===== src/rtl/vec_operand_loader.sv =====
// Packs mat_add_gen complex beats into the vec_mult_acc operand buses, sequences its handshake and holds the result on a valid/ready port.
// Optional in_last framing check: define VEC_LAST_CHECK_EN (without it err is tied 0 and vectors are framed by count).
module vec_operand_loader #(
  parameter int mat_add_gen = 2
) (
  input  logic                      clk,
  input  logic                      rst,
  input  logic                      in_valid,
  output logic                      in_ready,
  input  logic [63:0]               in_a_real,
  input  logic [63:0]               in_a_imag,
  input  logic [63:0]               in_b_real,
  input  logic [63:0]               in_b_imag,
  input  logic                      in_last,
  output logic [64*mat_add_gen-1:0] a_real,
  output logic [64*mat_add_gen-1:0] a_imag,
  output logic [64*mat_add_gen-1:0] b_real,
  output logic [64*mat_add_gen-1:0] b_imag,
  output logic                      valid,
  output logic                      start,
  output logic                      out_read_ack,
  input  logic                      done,
  input  logic [63:0]               z_real,
  input  logic [63:0]               z_imag,
  output logic                      res_valid,
  input  logic                      res_ready,
  output logic [63:0]               res_real,
  output logic [63:0]               res_imag,
  output logic                      err
);

  localparam int CW = $clog2(mat_add_gen) + 1;
  localparam logic [CW-1:0] LAST_SLOT = CW'(mat_add_gen - 1);

  typedef enum logic [2:0] {
    S_LOAD,
    S_KICK,
    S_WAIT,
    S_ACK,
    S_DRAIN,
    S_OUT
  } state_t;

  state_t                    r_state;
  state_t                    w_next;
  logic [CW-1:0]             r_cnt;
  logic                      r_kick2;
  logic [64*mat_add_gen-1:0] r_a_real;
  logic [64*mat_add_gen-1:0] r_a_imag;
  logic [64*mat_add_gen-1:0] r_b_real;
  logic [64*mat_add_gen-1:0] r_b_imag;
  logic [63:0]               r_res_real;
  logic [63:0]               r_res_imag;
  logic                      w_accept;
  logic                      w_last_slot;
  logic                      w_frame_err;
  logic                      w_vec_done;

  assign in_ready    = rst && (r_state == S_LOAD);
  assign w_accept    = in_valid && in_ready;
  assign w_last_slot = (r_cnt == LAST_SLOT);

`ifdef VEC_LAST_CHECK_EN
  logic r_err;

  // Early last (before final slot) and missing last (on final slot) both drop the partial vector.
  assign w_frame_err = w_accept && (in_last != w_last_slot);

  always_ff @(posedge clk) begin
    if (!rst) begin
      r_err <= 1'b0;
    end else if (w_frame_err) begin
      r_err <= 1'b1;
    end
  end

  assign err = r_err;
`else
  logic w_unused_last;

  assign w_unused_last = in_last;
  assign w_frame_err   = 1'b0;
  assign err           = 1'b0;
`endif

  assign w_vec_done = w_accept && w_last_slot && !w_frame_err;

  always_ff @(posedge clk) begin
    if (!rst) begin
      r_state <= S_LOAD;
    end else begin
      r_state <= w_next;
    end
  end

  always_comb begin
    w_next       = r_state;
    valid        = 1'b0;
    start        = 1'b0;
    out_read_ack = 1'b0;
    res_valid    = 1'b0;
    case (r_state)
      S_LOAD: begin
        if (w_vec_done) begin
          w_next = S_KICK;
        end
      end
      S_KICK: begin
        valid = 1'b1;
        start = 1'b1;
        if (r_kick2) begin
          w_next = S_WAIT;
        end
      end
      S_WAIT: begin
        if (done) begin
          w_next = S_ACK;
        end
      end
      S_ACK: begin
        out_read_ack = 1'b1;
        w_next       = S_DRAIN;
      end
      S_DRAIN: begin
        // done lingers after the ack; leaving early would let WAIT see it as a new result
        if (!done) begin
          w_next = S_OUT;
        end
      end
      S_OUT: begin
        res_valid = 1'b1;
        if (res_ready) begin
          w_next = S_LOAD;
        end
      end
      default: begin
        w_next = S_LOAD;
      end
    endcase
  end

  always_ff @(posedge clk) begin
    if (!rst) begin
      r_cnt      <= '0;
      r_kick2    <= 1'b0;
      r_a_real   <= '0;
      r_a_imag   <= '0;
      r_b_real   <= '0;
      r_b_imag   <= '0;
      r_res_real <= '0;
      r_res_imag <= '0;
    end else begin
      if (w_accept) begin
        for (int k = 0; k < mat_add_gen; k++) begin
          if (r_cnt == CW'(k)) begin
            r_a_real[k*64 +: 64] <= in_a_real;
            r_a_imag[k*64 +: 64] <= in_a_imag;
            r_b_real[k*64 +: 64] <= in_b_real;
            r_b_imag[k*64 +: 64] <= in_b_imag;
          end
        end
        r_cnt <= (w_last_slot || w_frame_err) ? '0 : r_cnt + 1'b1;
      end
      r_kick2 <= (r_state == S_KICK) && !r_kick2;
      if ((r_state == S_WAIT) && done) begin
        r_res_real <= z_real;
        r_res_imag <= z_imag;
      end
    end
  end

  assign a_real   = r_a_real;
  assign a_imag   = r_a_imag;
  assign b_real   = r_b_real;
  assign b_imag   = r_b_imag;
  assign res_real = r_res_real;
  assign res_imag = r_res_imag;

endmodule

===== config.mk =====
export PLATFORM = sky130hd
export DESIGN_NAME = vec_operand_loader
export DESIGN_NICKNAME = d
export VERILOG_FILES = /design/src/rtl/vec_operand_loader.sv
export SDC_FILE = /design/constraint.sdc
export NUM_CORES = 1
export LEC_CHECK = 0
export BUFFER_PORTS_ARGS = -buffer_cell sky130_fd_sc_hd__buf_2
export CORE_AREA = 2 2 406 408
export CTS_BUF_LIST = sky130_fd_sc_hd__clkbuf_4 sky130_fd_sc_hd__clkbuf_8
export CTS_CLUSTER_SIZE = 20
export DETAILED_ROUTE_END_ITERATION = 7
export DIE_AREA = 0 0 408 410
export HOLD_SLACK_MARGIN = 0.06
export PLACE_DENSITY_LB_ADDON = 0.3
export SLEW_MARGIN = 20
export SYNTH_ARGS = -nofsm -noshare
export SYNTH_HDL_FRONTEND = slang
export SYNTH_SLANG_ARGS = --single-unit

===== constraint.sdc =====
create_clock -name clk -period 2.2 [get_ports clk]
set_input_delay 0.22 -clock clk [delete_from_list [all_inputs] [get_ports clk]]
set_output_delay 0.22 -clock clk [all_outputs]
set_load 0.02 [all_outputs]

==> out/results.md, run 1 <==
| Group | Item | This run |
|---|---|---|
| yosys | Mean Syn Cell Area | 8.810 sq um |
| setup path | Classification of the worst setup path | flip-flop to flip-flop |
| setup path | Total buffers and inverters traversed by the critical path | 4 |
| global routing | Overall fraction of global-route tracks in use | 0.1435 |
| placed design | Placed insts | 5943 |
| yosys | Number of library cell types mapped by synthesis | 33 |
| setup path | Critical path, cell by cell | buf_4 -> nor4bb_4 -> buf_4 -> clkbuf_16 -> nand2_1 -> dlygate4sd3_1 -> a21boi_0 |
| sta | Number of pins with negative max-slew slack in the final report | 0 |
| global routing | Number of global-route vias before repair | 26780 |
| placed design | Final HPWL DP | 90590 microns |
| clocking | TritonCTS buffer count | 120 |
| yosys | Post-synthesis net count | 3243 |
| clocking | Clock slew at reported path FFs | 0.07 ns |
| flow run | Max-Cap Viols | 0 |
| die | Core Box Area | 0.1635 sq mm |
| sta | Crit path time final | 2.143 ns |
| setup path | Type of element launching the critical path | flip-flop |
| sta | Pin slew with the least headroom to its limit | 1.044 ns |
| global routing | Total congestion overflow after global routing | 0 |
| die | Boundary Pins | 1036 |
| power and ir drop | Combinational share of power | 0.148 |
| setup path | Kind of end point of the critical path | flip-flop |
| power and ir drop | Largest voltage drop on the vdd net | 0.0004354 V |
| finish | Net total in the final layout | 4916 |
| finish | Fraction of final layout cells sized beyond drive strength 1 | 0.3000 |
| power and ir drop | Net switching power | 8440 uW |
| detailed routing | Routed wire length | 125900 microns |
| die | Die area | 0.1673 sq mm |
| worst hold path | Hold crit path type | primary input to flip-flop |
| power and ir drop | Lkg Pwr | 0.02001 uW |
| finish | Area delta synth->final | 69.84% |
| sta | Worst clock skew | 0.09854 ns |
| setup path | Data required time of the critical path | 2.99 ns |
| global routing | Maximum number of pins on one net before global-route repair | 177 |
| sta | Max Fclk | 466.7 MHz |
| yosys | Portion of synthesized cell area occupied by the leading cell type | 0.5145 |
| placed design | Final estimated routing congestion in global placement | 0.8469 |
| die | Row count | 149 |
| die | Initial Utilization | 0.1537 |
| sta | Final clock period utilization by the worst path | 0.9740 |
| yosys | Synth area leader | sky130_fd_sc_hd__dfxtp_1 |
| setup path | Cell at the slowest stage of the critical path | sky130_fd_sc_hd__dlygate4sd3_1 |
| power and ir drop | Sequential power share | 0.416 |
| clocking | H-tree level count | 3 |
| power and ir drop | Areal power density over the cells | 703.9 mW/mm^2 |
| setup path | Crit Path Max Fanout | 13 |
| power and ir drop | Relative contribution of the clock network to total power | 0.436 |
| clocking | CTS tree | done |
| clocking | Sinks on the clock net | 646 |
| sta | RSZ-0062 raised after global routing | yes |
| power and ir drop | Switching fraction of total power | 0.2809 |
| power and ir drop | Total internal power | 21610 uW |
| detailed routing | Number of nets with antenna violations after detailed routing | 0 |
| yosys | Ranking of synthesized cells by area | sky130_fd_sc_hd__dfxtp_1, sky130_fd_sc_hd__mux2i_1, sky130_fd_sc_hd__a21boi_0 |
| clocking | Maximum buffer depth of the clock tree | 3 |
| detailed routing | Total via count after detailed routing | 26490 |
| sta | Tightest slew margin relative to the limit | 0.3043 |
| die | Height of the die | 410 microns |
| status | Run status | finished clean |
| setup path | Worst endpoint data arrival time | 2.93 ns |
| sta | Count of final hold-check violations | 0 |
| setup path | Most frequent CP cell | sky130_fd_sc_hd__buf_4 |
| detailed routing | Routed WL per cell | 18.47 microns |
| detailed routing | Remaining routing DRC violations | 0 |
| detailed routing | DR iter-0 viols | 1431 |
| die | Chip width | 408 microns |
| global routing | Wire length of the first global-routing pass | 180200 microns |
| clocking | Insertion delay of the later-clocked pin in the worst-skew pair | 0.87 ns |
| detailed routing | Via density | 3.885 |
| placed design | Port Buffers | 1033 |
| setup path | Maximum single-stage delay on the critical path | 0.55 ns |
| global routing | Antenna violations before repair | 28 |
| detailed routing | Detailed-router iteration count before antenna repair | 5 |
| yosys | Mapped cell area | 0.02513 sq mm |
| sta | Count of final setup violators | 0 |
| yosys | Sequential fraction of the synthesis area | 0.5145 |
| setup path | Cell type group with the largest total delay on the critical path | buffers and inverters |
| sta | Final hold slack | 0.1961 ns |
| yosys | Gate count after technology mapping | 2853 |
| clocking | Master cell of the clock root buffer | sky130_fd_sc_hd__clkbuf_8 |
| yosys | Number of flip-flops and latches in the synthesized netlist | 646 |
| yosys | Syn. warnings | 0 |
| finish | Non-filler cells, final | 6820 |
-- per-stage QoR --
stage / setup WS, ns / power [uW] / cell area, sq um / util / TNS [ns]
2_1_floorplan: 0.6099 / 14530 / 25130 / - / 0
3_3_place_gp: 0.2969 / 16290 / 33390 / 0.2042 / 0
3_5_place_dp: 0.2573 / 16310 / 33390 / 0.2042 / 0
4_1_cts: 0.0003098 / 30550 / 42550 / 0.2603 / 0
5_1_grt: -0.03764 / 31370 / 42660 / 0.2609 / -0.1775
6_report: 0.05721 / 30050 / 42690 / 0.2611 / 0
-- worst register-to-register path, cell delays in order, from the launching register on --
cell and delay, ns:
sky130_fd_sc_hd__dfxtp_2 0.34, sky130_fd_sc_hd__buf_4 0.17, sky130_fd_sc_hd__nor4bb_4 0.36, sky130_fd_sc_hd__buf_4 0.23, sky130_fd_sc_hd__clkbuf_16 0.21, sky130_fd_sc_hd__nand2_1 0.06, sky130_fd_sc_hd__dlygate4sd3_1 0.55, sky130_fd_sc_hd__a21boi_0 0.17
-- power by group through the flow --
stage          registers, uW  logic (uW)  clock network [uW]
6_report               12500        4450               13100
5_1_grt                12500        4770               14100
4_1_cts                12500        4490               13600
3_5_place_dp           12700        3580                   0
3_3_place_gp           12700        3570                   0
2_1_floorplan          13300        1180                   0
-- placed cells by master (no fill, tap or decap), types with 3 or more instances in the layout --
cell type                       instances
sky130_fd_sc_hd__dfxtp_1              643
sky130_fd_sc_hd__diode_2               17
sky130_fd_sc_hd__buf_12                38
sky130_fd_sc_hd__clkbuf_4              42
sky130_fd_sc_hd__clkinv_2               7
sky130_fd_sc_hd__dlygate4sd3_1        638
sky130_fd_sc_hd__clkbuf_8             148
sky130_fd_sc_hd__buf_2               1029
sky130_fd_sc_hd__nand3_1              256
sky130_fd_sc_hd__buf_4                 87
sky130_fd_sc_hd__inv_1                238
sky130_fd_sc_hd__o21ai_0              257
sky130_fd_sc_hd__nand2_1              535
sky130_fd_sc_hd__bufinv_16              5
sky130_fd_sc_hd__mux2i_1              256
sky130_fd_sc_hd__o21a_1                 3
sky130_fd_sc_hd__a21boi_0             338
sky130_fd_sc_hd__a21boi_1              47
sky130_fd_sc_hd__buf_6                  3
-- flip-flops by register name, indices dropped and copies added, names as in the netlist --
| signal | cells |
|---|---|
| a_imag | 128 |
| b_real | 128 |
| b_imag | 128 |
| r_state | 3 |
| res_imag | 64 |
| r_cnt | 2 |
| r_kick2 | 1 |
| res_real | 64 |
| a_real | 128 |
-- logic make-up (layout without fill, tap and decap cells) --
logic type             Yosys count  after routing  share of synthesized area
AND/OR/NAND/NOR                813            813                     0.1373
AO/OA/AOI/OAI                  650            650                     0.1684
flip-flops                     646            646                     0.5145
buffers and inverters          487           2248                    0.07766
multiplexers                   256            256                     0.1020
other                            1             18                  0.0001492
-- synth_stat cells (all sizes together) --
master,number
nand4b,1
nand2,535
nand3b,1
and3b,1
buf,99
nor2,2
conb,1
nand2b,2
inv,238
nor3b,2
clkbuf,150
o21ai,257
nand3,257
nor3,2
and3,2
a21oi,2
a221oi,1
or3,1
nor2b,1
nand4bb,1
and4b,1
mux2i,256
nor4bb,1
o2bb2ai,1
a21boi,385
a31oi,1
o21a,3
and2,3
dfxtp,646
-- per-layer routing --
metal | global-route usage | vias to the layer above | wire (microns)
met5 | 0 | - | 79
met4 | 0.05658 | 12 | 3994
met3 | 0.05073 | 193 | 10960
met2 | 0.2358 | 942 | 58280
met1 | 0.1700 | 12560 | 52630
li1 | - | 12790 | -
-- what timing repair did --
action,CTS,global route
setup buffers,5,2
pin swaps,1,2
endpoints found under the setup margin,5,25
cloned,1,3
endpoints found under the hold margin,646,0
gates resized for setup,12,10
hold buffers,639,0
-- cell type report --
cell class                      instances  area (sq um)
Clock inverter                         20         315.3
Antenna cell                           17         42.54
Inverter                              238         893.4
Tap cell                             2189          2739
Sequential cell                       646         12940
Multi-Input combinational cell       1720         10310
Timing Repair Buffer                 1800         13090
Clock buffer                          190          2352
Fill cell                           17710        120800
-- final timing paths --
| path | start | end | cells after the start | slack, ns |
|---|---|---|---|---|
| worst max register to register | r_state[2]$_SDFFE_PN0P_ | res_imag[53]$_SDFFE_PN0P_ | 7 | 0.06 |
| worst min-delay path | in_b_real[26] | b_real[26]$_SDFFE_PN0P_ | 4 | 0.20 |
| worst min register to register | a_imag[42]$_SDFFE_PN0P_ | a_imag[42]$_SDFFE_PN0P_ | 2 | 0.45 |
| worst max-delay path | r_state[2]$_SDFFE_PN0P_ | res_imag[53]$_SDFFE_PN0P_ | 7 | 0.06 |
Note: power is estimated with default switching activity, not from simulation.
==> run 2, diff against run 1 <==
--- a/config.mk
+++ b/config.mk
@@ -11,6 +11,7 @@
 export CTS_CLUSTER_SIZE = 20
 export DETAILED_ROUTE_END_ITERATION = 7
 export DIE_AREA = 0 0 408 410
+export GPL_TIMING_DRIVEN = 0
 export HOLD_SLACK_MARGIN = 0.06
 export PLACE_DENSITY_LB_ADDON = 0.3
 export SLEW_MARGIN = 20
==> run 2 against run 1 <==
Against the previous run: fmax decreased by 1.2%; register-to-register slack got worse by 0.02 ns; global-route usage increased by 2.6 points; sequential power about the same; combinational power increased by 6.7%; non-clock buffer count increased by 194; setup slack got worse by 0.026 ns; critical path type is now flip-flop to output port; critical endpoint is now in_ready; largest cell class unchanged.
==> out/results.md, run 2 (synthesis gave the netlist of run 1 again) <==
| Group | Item | This run |
|---|---|---|
| status | Run status | finished clean |
| sta | RSZ-0062 raised after global routing | yes |
| detailed routing | DR iter-0 viols | 1462 |
| power and ir drop | Lkg Pwr | 0.02035 uW |
| die | Core Box Area | 0.1635 sq mm |
| setup path | Type of element launching the critical path | flip-flop |
| global routing | Number of global-route vias before repair | 28270 |
| detailed routing | Amount of wire on met3 after detailed routing | 12580 microns |
| setup path | Kind of end point of the critical path | output port |
| clocking | CTS tree | done |
| placed design | Final estimated routing congestion in global placement | 0.8754 |
| detailed routing | Via density | 4.008 |
| sta | Count of final setup violators | 0 |
| finish | Non-filler cells, final | 7026 |
| placed design | Port Buffers | 1033 |
| detailed routing | Remaining routing DRC violations | 0 |
| die | Initial Utilization | 0.1537 |
| detailed routing | Detailed-router iteration count before antenna repair | 5 |
| clocking | H-tree level count | 3 |
| power and ir drop | Areal power density over the cells | 714.3 mW/mm^2 |
| die | Height of the die | 410 microns |
| sta | Max Fclk | 461.1 MHz |
| die | Row count | 149 |
| detailed routing | Met1 wire length | 61840 microns |
| placed design | Total cell area at the placement stage | 0.03310 sq mm |
| finish | Area delta synth->final | 72.14% |
| sta | Count of final hold-check violations | 0 |
| clocking | Master cell of the clock root buffer | sky130_fd_sc_hd__clkbuf_8 |
| detailed routing | Routed wire length | 148000 microns |
| flow run | Max-Cap Viols | 0 |
| finish | Most common cell after layout, fill and taps aside | sky130_fd_sc_hd__buf_2 |
| clocking | Maximum buffer depth of the clock tree | 3 |
| finish | Fill cell count | 17820 |
| die | Chip width | 408 microns |
| die | Die area | 0.1673 sq mm |
| clocking | TritonCTS buffer count | 121 |
| clocking | Insertion delay of the later-clocked pin in the worst-skew pair | 0.90 ns |
| clocking | Clock slew at reported path FFs | 0.06 ns |
| detailed routing | Routed WL per cell | 21.06 microns |
| setup path | Classification of the worst setup path | flip-flop to output port |
| finish | Layout Utilization | 0.2646 |
| detailed routing | Routed met2 length | 68080 microns |
| detailed routing | Uppermost signal routing layer after detailed routing | met5 |
| finish | Net total in the final layout | 5111 |
| setup path | Crit Path Max Fanout | 3 |
| sta | Pin slew with the least headroom to its limit | 1.054 ns |
| finish | Most frequent cells in the layout | sky130_fd_sc_hd__buf_2, sky130_fd_sc_hd__dlygate4sd3_1, sky130_fd_sc_hd__dfxtp_1, sky130_fd_sc_hd__nand2_1, sky130_fd_sc_hd__a21boi_0 |
| sta | Final clock period utilization by the worst path | 0.9858 |
| power and ir drop | Largest voltage drop on the vdd net | 0.0004984 V |
| worst hold path | Hold crit path type | primary input to flip-flop |
| global routing | Antenna violations before repair | 32 |
| setup path | Worst endpoint data arrival time | 1.95 ns |
| finish | Fraction of final layout cells sized beyond drive strength 1 | 0.2913 |
| power and ir drop | Overall power consumption | 30910 uW |
| sta | Crit path time final | 2.169 ns |
| global routing | Wire length of the first global-routing pass | 205200 microns |
| die | Boundary Pins | 1036 |
| clocking | Sinks on the clock net | 646 |
| detailed routing | Total via count after detailed routing | 28160 |
| placed design | Placed insts | 6077 |
| global routing | Maximum number of pins on one net before global-route repair | 19 |
| detailed routing | Number of nets with antenna violations after detailed routing | 0 |
| placed design | Final HPWL DP | 115200 microns |
| finish | Final non-filler cell area | 0.04327 sq mm |
| setup path | Data required time of the critical path | 1.98 ns |
| global routing | Total congestion overflow after global routing | 0 |
| global routing | Overall fraction of global-route tracks in use | 0.1698 |
| sta | Sum of negative setup slack | 0 ns |
| sta | Tightest slew margin relative to the limit | 0.2973 |
| sta | Worst clock skew | 0.03221 ns |
| sta | Number of pins with negative max-slew slack in the final report | 0 |
run 2: cell count changes in the layout (fill, tap and decap cells not counted), sizes merged:
cell / change
inv: -2
diode: -3
bufinv: +1
buf: -25
bufbuf: -1
clkbuf: +161
dlygate4sd3: +70
clkdlybuf4s15: +1
dlymetal6s4s: -1
clkinvlp: +4
clkinv: +1
run 2: final cells by class:
class,count,area (sq um),share of cell area
clock buffers,201,2485,0.05743
flip-flops and latches,646,12930,0.2990
diodes,14,35.03,0.0008097
multi-input cells,1720,10290,0.2379
repair buffers,1748,12370,0.2859
inverters,238,893.4,0.02065
well taps,2189,2739,0.06330
clock inverters,24,339.1,0.007837
plain buffers,246,1180,0.02727
run 2: report_power, final:
part           internal [uW]  total, uW  switching, uW
logic                   2040       4750           2710
clock network           7850      13700           5800
registers              12200      12500            284
run 2: metal layers:
layer | vias to the layer above | GRT usage
li1 | 13210 | -
met1 | 13560 | 0.2036
met2 | 1123 | 0.2778
met3 | 255 | 0.05609
met4 | 12 | 0.06941
met5 | - | 0
run 2: timing repair:
| action | 4_1_cts | 5_1_grt |
|---|---|---|
| hold endpoints to repair | 644 | 0 |
| hold buffers | 708 | 0 |
| setup buffers | 4 | 1 |
| cloned | 0 | 0 |
| gates resized for setup | 60 | 40 |
| pin swaps | 2 | 1 |
| endpoints found under the setup margin | 643 | 373 |
run 2: metrics by stage:
stage          worst slack (ns)  hold WS, ns
2_1_floorplan            0.6099       0.3251
3_3_place_gp             -1.093       0.4410
3_5_place_dp             -1.070       0.4438
4_1_cts                 -0.2640      0.06018
5_1_grt                 -0.1259       0.1102
6_report                0.03121       0.1846
run 2: final timing paths:
check        cells past startpoint  slack, ns               startpoint                       end
max reg2reg                      7       0.04  r_state[1]$_SDFFE_PN0P_  res_imag[4]$_SDFFE_PN0P_
max                              5       0.03  r_state[1]$_SDFFE_PN0P_                  in_ready
min reg2reg                      2       0.46  a_imag[28]$_SDFFE_PN0P_   a_imag[28]$_SDFFE_PN0P_
min                              4       0.18            in_a_real[47]   a_real[47]$_SDFFE_PN0P_
run 2: worst max-delay path, stage by stage, from the launching register on:
cell,delay (ns)
sky130_fd_sc_hd__dfxtp_2,0.32
sky130_fd_sc_hd__buf_6,0.11
sky130_fd_sc_hd__nor3_4,0.21
sky130_fd_sc_hd__buf_6,0.16
sky130_fd_sc_hd__and2_4,0.14
sky130_fd_sc_hd__buf_6,0.13
